===== config.mk =====
export PLATFORM = sky130hd
export DESIGN_NAME = universal_binary_counter_flat
export DESIGN_NICKNAME = d
export VERILOG_FILES = /design/src/rtl/universal_binary_counter_if.sv /design/src/rtl/universal_binary_counter.sv /design/src/flat_wrapper.sv
export SDC_FILE = /design/constraint.sdc
export NUM_CORES = 1
export LEC_CHECK = 0
export BUFFER_PORTS_ARGS = -buffer_cell sky130_fd_sc_hd__buf_4
export CAP_MARGIN = 10
export CORE_MARGIN = 5
export CORE_UTILIZATION = 47
export CTS_BUF_LIST = sky130_fd_sc_hd__clkbuf_8
export CTS_CLUSTER_DIAMETER = 40
export DETAILED_ROUTE_END_ITERATION = 10
export PLACE_DENSITY = 0.77
export SLEW_MARGIN = 20
export SYNTH_ARGS = -nofsm -noshare
export SYNTH_HDL_FRONTEND = slang
export SYNTH_SLANG_ARGS = --single-unit

===== constraint.sdc =====
create_clock -name clk -period 1.82 [get_ports clk]
set_clock_uncertainty 0.05 [all_clocks]
set_input_delay 0.273 -clock clk [delete_from_list [all_inputs] [get_ports clk]]
set_output_delay 0.273 -clock clk [all_outputs]
set_load 0.05 [all_outputs]

===== src/rtl/universal_binary_counter_if.sv =====
// Command/status bundle for the universal binary counter.
// master drives commands and observes the count; slave is the counter itself.
interface universal_binary_counter_if #(
  parameter int N = 8
);
  logic         syn_clr;
  logic         load;
  logic         en;
  logic         up;
  logic [N-1:0] d;
  logic         max;
  logic         min;
  logic [N-1:0] q;

  modport master (
    output syn_clr, load, en, up, d,
    input  max, min, q
  );

  modport slave (
    input  syn_clr, load, en, up, d,
    output max, min, q
  );
endinterface


===== src/rtl/universal_binary_counter.sv =====
// N-bit up/down counter with synchronous clear, parallel load and count enable.
// Terminal-count flags are decoded combinationally from the count register.
module universal_binary_counter #(
  parameter int N = 8
) (
  input  logic                         clk,
  input  logic                         reset,
  universal_binary_counter_if.slave    bus
);

  typedef enum logic [2:0] {
    CMD_HOLD,
    CMD_CLR,
    CMD_LOAD,
    CMD_INC,
    CMD_DEC
  } cmd_e;

  cmd_e         cmd;
  logic [N-1:0] q_d;
  logic [N-1:0] q_q;

  // Strict priority: clear beats load beats counting; up only matters when counting.
  always_comb begin
    cmd = CMD_HOLD;
    if (bus.syn_clr)     cmd = CMD_CLR;
    else if (bus.load)   cmd = CMD_LOAD;
    else if (bus.en)     cmd = bus.up ? CMD_INC : CMD_DEC;
  end

  // Natural modulo-2^N wrap in both directions, no saturation.
  always_comb begin
    q_d = q_q;
    unique case (cmd)
      CMD_CLR:  q_d = '0;
      CMD_LOAD: q_d = bus.d;
      CMD_INC:  q_d = q_q + N'(1);
      CMD_DEC:  q_d = q_q - N'(1);
      default:  q_d = q_q;
    endcase
  end

  always_ff @(posedge clk or posedge reset) begin
    if (reset) q_q <= '0;
    else       q_q <= q_d;
  end

  assign bus.q   = q_q;
  assign bus.max = &q_q;
  assign bus.min = ~|q_q;

endmodule


===== src/flat_wrapper.sv =====
// flat-port wrapper written by rule: the top's interface ports become plain ports
module universal_binary_counter_flat 
#(
  parameter int N = 8
)
  (clk, reset, bus_syn_clr, bus_load, bus_en, bus_up, bus_d, bus_max, bus_min, bus_q);
  universal_binary_counter_if #(.N(N)) bus_i ();
  input  logic clk;
  input  logic reset;
  input wire logic [$bits(bus_i.syn_clr)-1:0] bus_syn_clr;
  input wire logic [$bits(bus_i.load)-1:0] bus_load;
  input wire logic [$bits(bus_i.en)-1:0] bus_en;
  input wire logic [$bits(bus_i.up)-1:0] bus_up;
  input wire logic [$bits(bus_i.d)-1:0] bus_d;
  output wire logic [$bits(bus_i.max)-1:0] bus_max;
  output wire logic [$bits(bus_i.min)-1:0] bus_min;
  output wire logic [$bits(bus_i.q)-1:0] bus_q;
  assign bus_i.syn_clr = bus_syn_clr;
  assign bus_i.load = bus_load;
  assign bus_i.en = bus_en;
  assign bus_i.up = bus_up;
  assign bus_i.d = bus_d;
  assign bus_max = bus_i.max;
  assign bus_min = bus_i.min;
  assign bus_q = bus_i.q;
  universal_binary_counter #(.N(N)) u_core (.clk(clk), .reset(reset), .bus(bus_i));
endmodule

[Word-level counts from Yosys, hierarchy flattened]
Cells that the tools add are included.
Storage, ports and cells
  flip-flop bits (word level): 8
  input bits: 14
  output and inout port bits: 10
  logic and storage cells: 16
Operators by class
  add/subtract/negate cells: 2
  eq/ne operators: 4
  mux-type cells: 5
  reductions and logical operators: 4
Operators with widths (count)
  $pmux 8 s4: 1
  $mux 3: 4
  $add 8x1->8 const B: 1
  $reduce_and 8->1: 1
  $reduce_or 8->1: 1
  $sub 8x1->8 const B: 1
  $eq 3x2->1 const B: 2
  $reduce_bool 4->1: 1
  $eq 3x1->1 const B: 1
  $eq 3x3->1 const B: 1
  $logic_not 1->1: 1

[Logic depth before layout (Yosys ltp)]
Gate-level depths: netlist of the first run.
  word-level depth: 6
  depth in mapped cells: 10
  gate-level depth less buffers: 10

[Worst setup path before layout of the first run]
OpenSTA, ideal clock, no wires.
  path type: input-to-reg
  start point: in bus_en
  end point: reg u_core.q_q[7] (netlist: u_core.bus.q[7])
  library setup time: 0.087 ns
  data arrival time: 2.241 ns
  data required time: 1.683 ns
  slack: -0.557 ns
  stages: 10
  path buffers: 1
  cells stage by stage: clkbuf_1 -> nand2_1 -> or3_1 -> inv_1 -> ha_1 -> a211oi_2 -> nor3_1 -> o2111a_1 -> a2111o_1 -> o211ai_1
Between the ends
  longest elaborated chain between the ends: 5
  elaborated cells between the ends (all ways): 9
  classes of those cells: 4 x eq/ne; 4 x mux; 1 x reduce/logical
Ends and longest elaborated chain
  from (decl): line flat_wrapper.sv:12  | input wire logic [$bits(bus_i.en)-1:0] bus_en;
  $mux 3 *: line universal_binary_counter.sv:28  | else if (bus.en) cmd = bus.up ? CMD_INC : CMD_DEC;
  $mux 3 *: line universal_binary_counter.sv:27  | else if (bus.load) cmd = CMD_LOAD;
  $mux 3 *: line universal_binary_counter.sv:26  | if (bus.syn_clr) cmd = CMD_CLR;
  $eq 3x3->1 (tied with other cells): line universal_binary_counter.sv:34  | unique case (cmd)
  $pmux 8 s4 / $reduce_bool 4->1 (equally long branches)
  to (signal assigned): line universal_binary_counter.sv:45  | else q_q <= q_d;
  to (decl): line universal_binary_counter.sv:21  | logic [N-1:0] q_q;
Mark *: on every way between the ends. The rest lies on a longest branch, timed or not.
A chain may end at the register's enable or synchronous reset.

[Worst setup path in the final report of the first run]
  start point: in bus_load
  end point: reg u_core.q_q[7] (netlist: u_core.bus.q[7])
Between the ends
  longest elaborated chain between the ends: 4
  elaborated cells between the ends (all ways): 8
  classes of those cells: 4 x eq/ne; 3 x mux; 1 x reduce/logical
Ends and longest elaborated chain
  from (decl): line flat_wrapper.sv:11  | input wire logic [$bits(bus_i.load)-1:0] bus_load;
  $mux 3 *: line universal_binary_counter.sv:27
  $mux 3 *: line universal_binary_counter.sv:26
  $eq 3x3->1 (tied with other cells): line universal_binary_counter.sv:34
  $pmux 8 s4 / $reduce_bool 4->1 (equally long branches)
Marked as above.

==> impl_results.md, run 1 <==
* Top FF cell, synth: dfrtp_1
* Critical path origin: bus_load
* Delay-heaviest family, CP: compound AO/OA/AOI/OAI gates
* Min-Delay Path Class: in2reg
* Worst setup SP type: input port
* Number of vias in the routed layout at 1042
* Fmax at about 0.47 GHz
* Max-slew violation count at 0
* CP max stage delay at approximately 0.36 ns
* Slowest stage cell on the critical path: or3_4
* Port-buffer cells at 23
* CP Class: in2reg
* Routed WL at about 3000 um
* Hpwl dp at 2110 um
* Critical path capture point type: flip-flop
* Synth warnings at 0
* Vias in the first global route at 1094
* Die Width at 51.4 um
* Post-Syn Nets at approximately 130
* Clk buf depth at 2
* First-pass GRT wire length at 4840 um
* Relative slew slack at 79.5%
* Diodes inserted at 0
* WP buf/inv at 3
* Post-route ant nets at 0
* Worst R2R Start: u_core.bus.q[1]
* Core area at approximately 1700 um2
* Synth unique cells at 38
* Status: finished, violations left
* Clock Sinks at 8
* Post-route minimum period at 2.14 ns
* FF+latch area at slightly above 200 um2
* Final Cycle Share at 117%
* Global route overflow at 0
* Register area share after synthesis at between 20% and 30%
* Max reg flops at 8
* Seq cells post-synth at 8
* RSZ-0062 raised after global routing: true
* Post-Route Utilization at roughly 85%
* Worst ir drop on vdd at just over 0.5 mV
* Clk slew on worst S/H paths at 0.04 ns
* Cells after synthesis at 104
* CP required at roughly 1.9 ns
* Setup_tns at -1.41 ns
* Pleak at around 0.65 nW
* Total Nets Final at 180
* DR vias/cell at between 5 and 6
* H-tree depth at 1
* Later-pin clock latency in the skew report at ~0.23 ns
* Router iterations before antenna repair at 4
* Most common cell after layout, fill and taps aside: buf_4
* # setup viols final at 8
* Crit Path Max Fanout at 5
* Core Rows at 15
* Total CTS buffers at 3
* Placer Congestion at approximately 0.9
* Effective utilization at floorplan at approximately 48%
* Area Growth Syn to Fin at 75.7%
* Initial antenna violation count at 0
* Area of the multi-input gates at 669 um2
* Root Driver: clkbuf_8
* DRC viols at 0
* CP arrival at roughly 2.2 ns
* Most frequent cells in the layout: 48 x buf_4, 12 x nor2_1, 9 x a21oi_1, 6 x inv_1
* Final Worst Setup Slack at -0.318 ns
* Layout cell share with drive strength beyond 1 at ~54%
* Worst path cell trace: buf_8 > clkinvlp_4 > nand2_2 > or3_4 > inv_6 > ha_4 > a211oi_4 > nor3_2 > o2111a_1 > a2111o_1 > o211ai_1
* CTS tree: yes
* Maxcap violations at 0
* HP Start: bus_d[0]
* Worst-margin pin slew at ~0.31 ns
* Syn avg cell area at about 7.7 um2
* Worst slack at placement at -0.529 ns
* First DRT Iteration DRCs at 24
* Synth async-reset ratio at 100%
* PwrDens at approximately 550 nW/um2
* # fillers at between 90 and 100
* Io pins at 24
* Area of the mapped netlist at 805 um2
* Final Hold Fails at 0
* Post-synth EDFFs at 0
* Per-cell routed wire length at ~17 um
* Largest net degree at the start of global routing at 18
* Failing checks: setup timing
* Die Ht at approximately 51 um
* Die area at 2640 um2
* Total track usage at about 25%
-- cell families (layout without fill, tap and decap cells) --
logic type / count (synthesis) / in the layout / share of synthesized area, %
adder cells (fa/ha/maj): 7 / 7 / 11.8
buffers and inverters: 13 / 66 / 6.22
AND/OR/NAND/NOR: 40 / 40 / 25.0
AO/OA/AOI/OAI: 33 / 33 / 28.6
flip-flops: 8 / 8 / 24.9
XOR/XNOR: 2 / 2 / 2.18
multiplexers: 1 / 1 / 1.24
-- Yosys cell counts, drive strengths merged, types with 2 or more instances --
master	instances	area (um2)
nor2b	3	18.8
a21oi	10	50.1
o21ai	5	25.0
ha	6	75.1
nand4	2	12.5
xnor2	2	17.5
o211ai	2	15.0
a211oi	3	27.5
nor3b	2	15.0
or3	4	25.0
nor3	5	25.0
dfrtp	8	200
nand2	4	15.0
or4	2	16.3
clkbuf	3	11.3
nor2	15	56.3
inv	9	33.8
-- per-stage QoR --
stage          power, mW  instance area (um2)  hold WS (ns)  std cells
4_1_cts            0.761                 1380         0.235        172
3_3_place_gp       0.512                 1250         0.188        164
5_1_grt            0.813                 1410         0.259        174
3_5_place_dp       0.521                 1250         0.185        164
2_1_floorplan      0.405                  922        0.0384        104
6_report           0.773                 1410         0.239        174
-- worst paths after layout --
check | depth (start not counted) | end | slack, ns
setup / recovery | 11 | u_core.bus.q[7] | -0.32
hold / removal | 3 | u_core.bus.q[0] | 0.24
setup reg to reg | 6 | u_core.bus.q[7] | -0.13
hold reg to reg | 4 | u_core.bus.q[0] | 0.69
max in group asynchronous | 3 | u_core.bus.q[1] | 0.93
min in group asynchronous | 3 | u_core.bus.q[2] | 0.54
-- final cells by class --
cell class	instances	share of cell area, %
flip-flops and latches	8	14.5
well taps	17	1.50
repair buffers	54	30.7
multi-input cells	83	47.3
clock buffers	3	2.92
inverters	9	3.01
-- where the power goes --
part	switching, mW	internal [mW]	total, mW
clock network	0.0704	0.143	0.214
registers	0.0211	0.194	0.215
logic	0.185	0.160	0.345
-- worst reg2reg max path, stage by stage (launching register included) --
cell	delay, ns
dfrtp_2	0.46
ha_4	0.27
a211oi_4	0.30
nor3_2	0.10
o2111a_1	0.26
a2111o_1	0.29
o211ai_1	0.12
-- per-layer routing --
layer | routed length, um | vias to the layer above | GRT usage [%] | part of all wire [%]
met2 | 1550 | 41 | 43.2 | 52
met1 | 1160 | 492 | 28.1 | 39
met3 | 157 | 13 | 4.08 | 5.2
li1 | - | 496 | - | -
met5 | 0 | - | 0 | 0
met4 | 124 | 0 | 16.2 | 4.1
-- timing repair --
action,CTS,global route
pin swaps,10,13
endpoints found under the hold margin,8,0
setup buffers,4,2
hold buffers,1,0
gates resized for setup,14,6
setup endpoints to repair,7,8
Note: power is estimated with default switching activity, not from simulation.
==> inputs of run 2 (changes only) <==
BUFFER_PORTS_ARGS = -buffer_cell sky130_fd_sc_hd__buf_2   (was -buffer_cell sky130_fd_sc_hd__buf_4)
CELL_PAD_IN_SITES_DETAIL_PLACEMENT = 1   (was default)
CELL_PAD_IN_SITES_GLOBAL_PLACEMENT = 2   (was default)
CORE_UTILIZATION = 26   (was 47)
PLACE_DENSITY = default   (was 0.77)
PLACE_DENSITY_LB_ADDON = 0.1   (was default)
==> run 2 against run 1 <==
Non-clock buffer count increased by 2; via count is 3.1% lower; the run still ends with setup timing left; critical path type unchanged; largest cell class unchanged; clock power is essentially flat.
==> impl_results.md, run 2 (same netlist as run 1, synthesis figures left out) <==
* Status: finished, violations left (unchanged)
* Failing checks: setup timing (unchanged)
* Router iterations before antenna repair at 4 (unchanged)
* WHS Path Cells at 3 (unchanged)
* Die area at 4310 um2 (was 2640 um2)
* WP buf/inv at 3 (unchanged)
* Clk slew on worst S/H paths at 0.04 ns (about the same)
* Final Hold Fails at 0 (unchanged)
* Min-Delay Path Class: in2reg (unchanged)
* Most common cell after layout, fill and taps aside: buf_4 (unchanged)
* Seq pwr share at 27.2% (was 27.8%)
* Switching share of power at 36.4% (was 35.7%)
* Post-route ant nets at 0 (unchanged)
* Total CTS buffers at 3 (unchanged)
* Fmax at 0.475 GHz (was 0.468 GHz)
* Post-route minimum period at 2.11 ns (was 2.14 ns)
* DRC viols at 0 (unchanged)
* Total track usage at 15.2% (was 25.1%)
* R2R setup slack at -0.10 ns (was -0.13 ns)
* # setup viols final at 7 (was 8)
* Die Ht at 65.6 um (was 51.4 um)
* Initial antenna violation count at 0 (unchanged)
* Pleak at 0.665 nW (was 0.651 nW)
* Delay-heaviest family, CP: compound AO/OA/AOI/OAI gates (unchanged)
* Clock power share at 27.7% (was 27.6%)
* Clock Sinks at 8 (unchanged)
* Worst path cell trace: buf_6 > clkinvlp_4 > nand2_2 > or3_4 > inv_6 > ha_4 > a211oi_4 > nor3_2 > o2111a_1 > a2111o_1 > o211ai_1 (was buf_8 > clkinvlp_4 > nand2_2 > or3_4 > inv_6 > ha_4 > a211oi_4 > nor3_2 > o2111a_1 > a2111o_1 > o211ai_1)
* CP max stage delay at 0.36 ns (about the same)
* Later-pin clock latency in the skew report at 0.23 ns (about the same)
* Relative slew slack at 76.9% (was 79.5%)
* Crit Path Max Fanout at 4 (was 5)
* RSZ-0062 raised after global routing: true (unchanged)
* Critical path capture point type: flip-flop (unchanged)
* Post-Route Utilization at 48.1% (was 84.6%)
* Final Worst Setup Slack at -0.286 ns (was -0.318 ns)
* Post-Layout Cell Count at 192 (was 174)
* Effective utilization at floorplan at 26.8% (was 48.2%)
* DR vias/cell at 5.26 (was 5.99)
* Worst hold slack at 0.241 ns (was 0.239 ns)
* Core area at 3000 um2 (was 1670 um2)
* Most frequent cells in the layout: 27 x buf_4, 21 x buf_2, 12 x nor2_1, 8 x a21oi_1 (was 48 x buf_4, 12 x nor2_1, 9 x a21oi_1, 6 x inv_1)
* Comb power frac at 45.1% (was 44.6%)
* Io pins at 24 (unchanged)
* Core Rows at 20 (was 15)
* Final Cycle Share at 116% (was 117%)
* First DRT Iteration DRCs at 17 (was 24)
* R2r worst-path depth at 6 (unchanged)
* DP Cell Count at 181 (was 164)
* Vias in the first global route at 1098 (was 1094)
* Total Nets Final at 182 (was 180)
* Placer Congestion at 0.744 (was 0.876)
* HP Start: bus_d[1] (was bus_d[0])
* Root Driver: clkbuf_8 (unchanged)
* NetSw at 0.283 mW (was 0.276 mW)
* Per-cell routed wire length at 15.9 um (was 17.2 um)
* CP required at 1.89 ns (was 1.90 ns)
* Maxcap violations at 0 (unchanged)
* Max reg flops at 8 (unchanged)
* Clk buf depth at 2 (unchanged)
* Worst R2R Start: u_core.bus.q[1] (unchanged)
* # fillers at 373 (was 98)
* First-pass GRT wire length at 5090 um (was 4840 um)
* Routed WL at 3060 um (was 3000 um)
* Stages on worst setup path at 11 (unchanged)
* CP Class: in2reg (unchanged)
* H-tree depth at 1 (unchanged)
* Hpwl dp at 2430 um (was 2110 um)
* Critical path origin: bus_load (unchanged)
* Area Growth Syn to Fin at 79.5% (was 75.7%)
* Layout cell share with drive strength beyond 1 at 57.2% (was 53.5%)
* Port-buffer cells at 23 (unchanged)
* Worst-margin pin slew at 0.346 ns (was 0.307 ns)
* CP arrival at 2.18 ns (was 2.22 ns)
* Max-slew violation count at 0 (unchanged)
* PwrDens at 539 nW/um2 (was 547 nW/um2)
* Die Width at 65.6 um (was 51.4 um)
* Internal at 0.495 mW (was 0.497 mW)
* Diodes inserted at 0 (unchanged)
* Worst ir drop on vdd at 0.366 mV (was 0.518 mV)
* Slowest stage cell on the critical path: or3_4 (unchanged)
* CTS tree: yes (unchanged)
* Largest net degree at the start of global routing at 18 (unchanged)
* Global route overflow at 0 (unchanged)
* Worst setup SP type: input port (unchanged)
* Number of vias in the routed layout at 1010 (was 1042)
* Worst slack at placement at -0.569 ns (was -0.529 ns)
[run 2: cell count changes in the layout (fill, tap and decap cells not counted), moves of 2 or more]
cell   delta
buf_2    +21
buf_4    -21
buf_6     +4
buf_8     -2
[run 2: final timing paths]
path                                   end
min in group asynchronous  u_core.bus.q[7]
setup reg to reg           u_core.bus.q[7]
setup / recovery           u_core.bus.q[7]
hold / removal             u_core.bus.q[1]
hold reg to reg            u_core.bus.q[7]
max in group asynchronous  u_core.bus.q[5]
[run 2: per-stage QoR]
stage / cell area (um2) / TNS [ns] / total power, mW
2_1_floorplan: 922 / -1.16 / 0.405
3_3_place_gp: 1220 / -2.35 / 0.506
3_5_place_dp: 1220 / -2.54 / 0.511
4_1_cts: 1350 / -0.946 / 0.758
5_1_grt: 1440 / -1.92 / 0.823
6_report: 1440 / -1.24 / 0.779
[run 2: power groups by stage]
stage	registers (mW)	logic (mW)	clock network [mW]
6_report	0.211	0.351	0.216
5_1_grt	0.213	0.379	0.230
4_1_cts	0.212	0.325	0.221
3_5_place_dp	0.213	0.298	0
3_3_place_gp	0.213	0.293	0
2_1_floorplan	0.262	0.142	0
[run 2: per-layer routing]
metal	wire length (um)	global-route usage [%]	part of all wire (%)	up-vias
li1	-	-	-	497
met1	1500	20.4	49	500
met2	1480	25.5	48	11
met3	64	2.05	2.1	2
met4	12	3.89	0.39	0
met5	0	0	0	-
[run 2: layout make-up]
type / count / area (um2) / share of cell area (%)
Inverter: 9 / 42.5 / 2.95
Clock buffer: 3 / 41.3 / 2.86
Multi-Input combinational cell: 83 / 717 / 49.7
Timing Repair Buffer: 56 / 397 / 27.5
Tap cell: 33 / 41.3 / 2.86
Sequential cell: 8 / 205 / 14.2
[run 2: timing repair]
item,CTS,global route
endpoints found under the setup margin,7,7
endpoints found under the hold margin,8,0
gates resized for setup,13,16
hold buffers,1,0
setup buffers,4,3
pin swaps,11,11
[run 2: worst register-to-register path: cells and delay by family (launching register included)]
| kind | cells | cell delay, ns |
|---|---|---|
| adders and majority gates | 1 | 0.27 |
| and+or+nand+nor | 1 | 0.10 |
| DFF | 1 | 0.46 |
| AOI/OAI and AO/OA | 4 | 0.93 |
==> inputs of run 3 (changes only) <==
PLACE_DENSITY = 0.72   (was default)
PLACE_DENSITY_LB_ADDON = default   (was 0.1)
==> run 3 against run 2 <==
The run still ends with setup timing left; design area shrank 1.5%; wire length grew 6.6%; setup slack gained 0.011 ns; critical path depth is the same; largest cell class unchanged.
==> impl_results.md, run 3 (same netlist as run 1, synthesis figures left out) <==
* Core Rows at 20 (unchanged)
* Critical path capture point type: flip-flop (unchanged)
* Layout cell share with drive strength beyond 1 at 56.5% (was 57.2%)
* Post-route ant nets at 0 (unchanged)
* Total Nets Final at 183 (was 182)
* DR vias/cell at 5.22 (was 5.26)
* Later-pin clock latency in the skew report at 0.23 ns (about the same)
* Vias in the first global route at 1096 (was 1098)
* CP arrival at 2.18 ns (about the same)
* Die Ht at 65.6 um (unchanged)
* Die area at 4310 um2 (unchanged)
* Status: finished, violations left (unchanged)
* Final Hold Fails at 0 (unchanged)
* Hpwl dp at 2540 um (was 2430 um)
* Number of vias in the routed layout at 1012 (was 1010)
* Effective utilization at floorplan at 26.8% (unchanged)
* Placer Congestion at 0.817 (was 0.744)
* Routed WL at 3260 um (was 3060 um)
* Most common cell after layout, fill and taps aside: buf_4 (unchanged)
* Clk buf depth at 2 (unchanged)
* Final Cycle Share at 115% (was 116%)
* Io pins at 24 (unchanged)
* Root Driver: clkbuf_8 (unchanged)
* Fmax at 0.477 GHz (was 0.475 GHz)
* Diodes inserted at 0 (unchanged)
* PwrDens at 548 nW/um2 (was 539 nW/um2)
* Final Worst Setup Slack at -0.275 ns (was -0.286 ns)
* Global route overflow at 0 (unchanged)
* Most frequent cells in the layout: 31 x buf_4, 21 x buf_2, 12 x nor2_1, 8 x a21oi_1, 7 x inv_1 (was 27 x buf_4, 21 x buf_2, 12 x nor2_1, 8 x a21oi_1)
* H-tree depth at 1 (unchanged)
* Crit Path Max Fanout at 5 (was 4)
* Per-cell routed wire length at 16.8 um (was 15.9 um)
* Router iterations before antenna repair at 4 (unchanged)
* CP Class: in2reg (unchanged)
* Max-slew violation count at 0 (unchanged)
* Worst setup SP type: input port (unchanged)
* Area Growth Syn to Fin at 76.8% (was 79.5%)
* Core area at 3000 um2 (unchanged)
* DRC viols at 0 (unchanged)
* Total CTS buffers at 3 (unchanged)
* Post-Layout Cell Count at 194 (was 192)
* RSZ-0062 raised after global routing: true (unchanged)
* Relative slew slack at 77.8% (was 76.9%)
* Failing checks: setup timing (unchanged)
* Post-route minimum period at 2.09 ns (was 2.11 ns)
* Total track usage at 15.6% (was 15.2%)
* # fillers at 366 (was 373)
* Pleak at 0.662 nW (was 0.665 nW)
* Worst ir drop on vdd at 0.252 mV (was 0.366 mV)
* CTS tree: yes (unchanged)
* Worst hold slack at 0.239 ns (was 0.241 ns)
* Maxcap violations at 0 (unchanged)
* First-pass GRT wire length at 5180 um (was 5090 um)
* Die Width at 65.6 um (unchanged)
* Initial antenna violation count at 0 (unchanged)
* DP Cell Count at 182 (was 181)
* Largest net degree at the start of global routing at 18 (unchanged)
* Clk slew on worst S/H paths at 0.04 ns (about the same)
* Max reg flops at 8 (unchanged)
* First DRT Iteration DRCs at 23 (was 17)
* Clock Sinks at 8 (unchanged)
* Min-Delay Path Class: in2reg (unchanged)
* Worst slack at placement at -0.533 ns (was -0.569 ns)
* # setup viols final at 7 (unchanged)
* Port-buffer cells at 23 (unchanged)
* Worst-margin pin slew at 0.332 ns (was 0.346 ns)
* CP required at 1.91 ns (was 1.89 ns)
run 3: layout make-up:
| cell class | count | area, um2 | area share (%) |
|---|---|---|---|
| clock inverter | 1 | 3.75 | 0.264 |
| sequential | 8 | 205 | 14.4 |
| multi-input combinational | 83 | 692 | 48.6 |
| timing repair buffer | 57 | 397 | 27.9 |
| inverter | 9 | 42.5 | 2.99 |
| tap | 33 | 41.3 | 2.90 |
| clock buffer | 3 | 41.3 | 2.90 |
run 3: worst max-delay path, stage by stage:
cell and delay [ns]:
buf_6 0.10, clkinvlp_4 0.06, nand2_2 0.04, or3_4 0.35, inv_6 0.09, ha_4 0.20, a211oi_4 0.31, nor3_2 0.11
o2111a_1 0.25, a2111o_1 0.28, o211ai_1 0.11
run 3: layer usage:
metal	wire [um]	part of all wire, %	track usage (%)
met2	1680	51	26.7
met4	0	0	4.15
met3	95	2.9	1.71
met5	0	0	0
met1	1490	46	20.7
run 3: final timing paths:
| path | startpoint | endpoint | slack (ns) | cells after the start |
|---|---|---|---|---|
| min in group asynchronous | reset | u_core.bus.q[6] | 0.49 | 3 |
| worst min register to register | u_core.bus.q[7] | u_core.bus.q[7] | 0.68 | 3 |
| worst min-delay path | bus_d[3] | u_core.bus.q[3] | 0.24 | 3 |
| worst max-delay path | bus_load | u_core.bus.q[7] | -0.27 | 11 |
| max in group asynchronous | reset | u_core.bus.q[1] | 0.96 | 3 |
| worst max register to register | u_core.bus.q[1] | u_core.bus.q[7] | -0.10 | 6 |
run 3: power by group:
group          internal (mW)  leakage [nW]  switching [mW]
sequential             0.193        0.0989          0.0180
clock                  0.147        0.0269          0.0786
combinational          0.151         0.537           0.192
total                  0.491         0.662           0.288
run 3: timing repair:
action,4_1_cts,5_1_grt
buffers inserted,4,3
endpoints found under the hold margin,8,0
hold buffers,1,0
gates resized for setup,13,9
endpoints found under the setup margin,7,8
pin swaps,10,9
run 3: stage by stage:
step	utilization, %	TNS [ns]	area, um2	power [mW]
after floorplan	-	-1.16	922	0.405
after global placement	40.8	-2.15	1230	0.506
after detailed placement	40.8	-2.42	1230	0.513
after CTS	45.3	-0.834	1360	0.772
after global routing	47.4	-1.76	1420	0.828
final	47.4	-1.12	1420	0.779
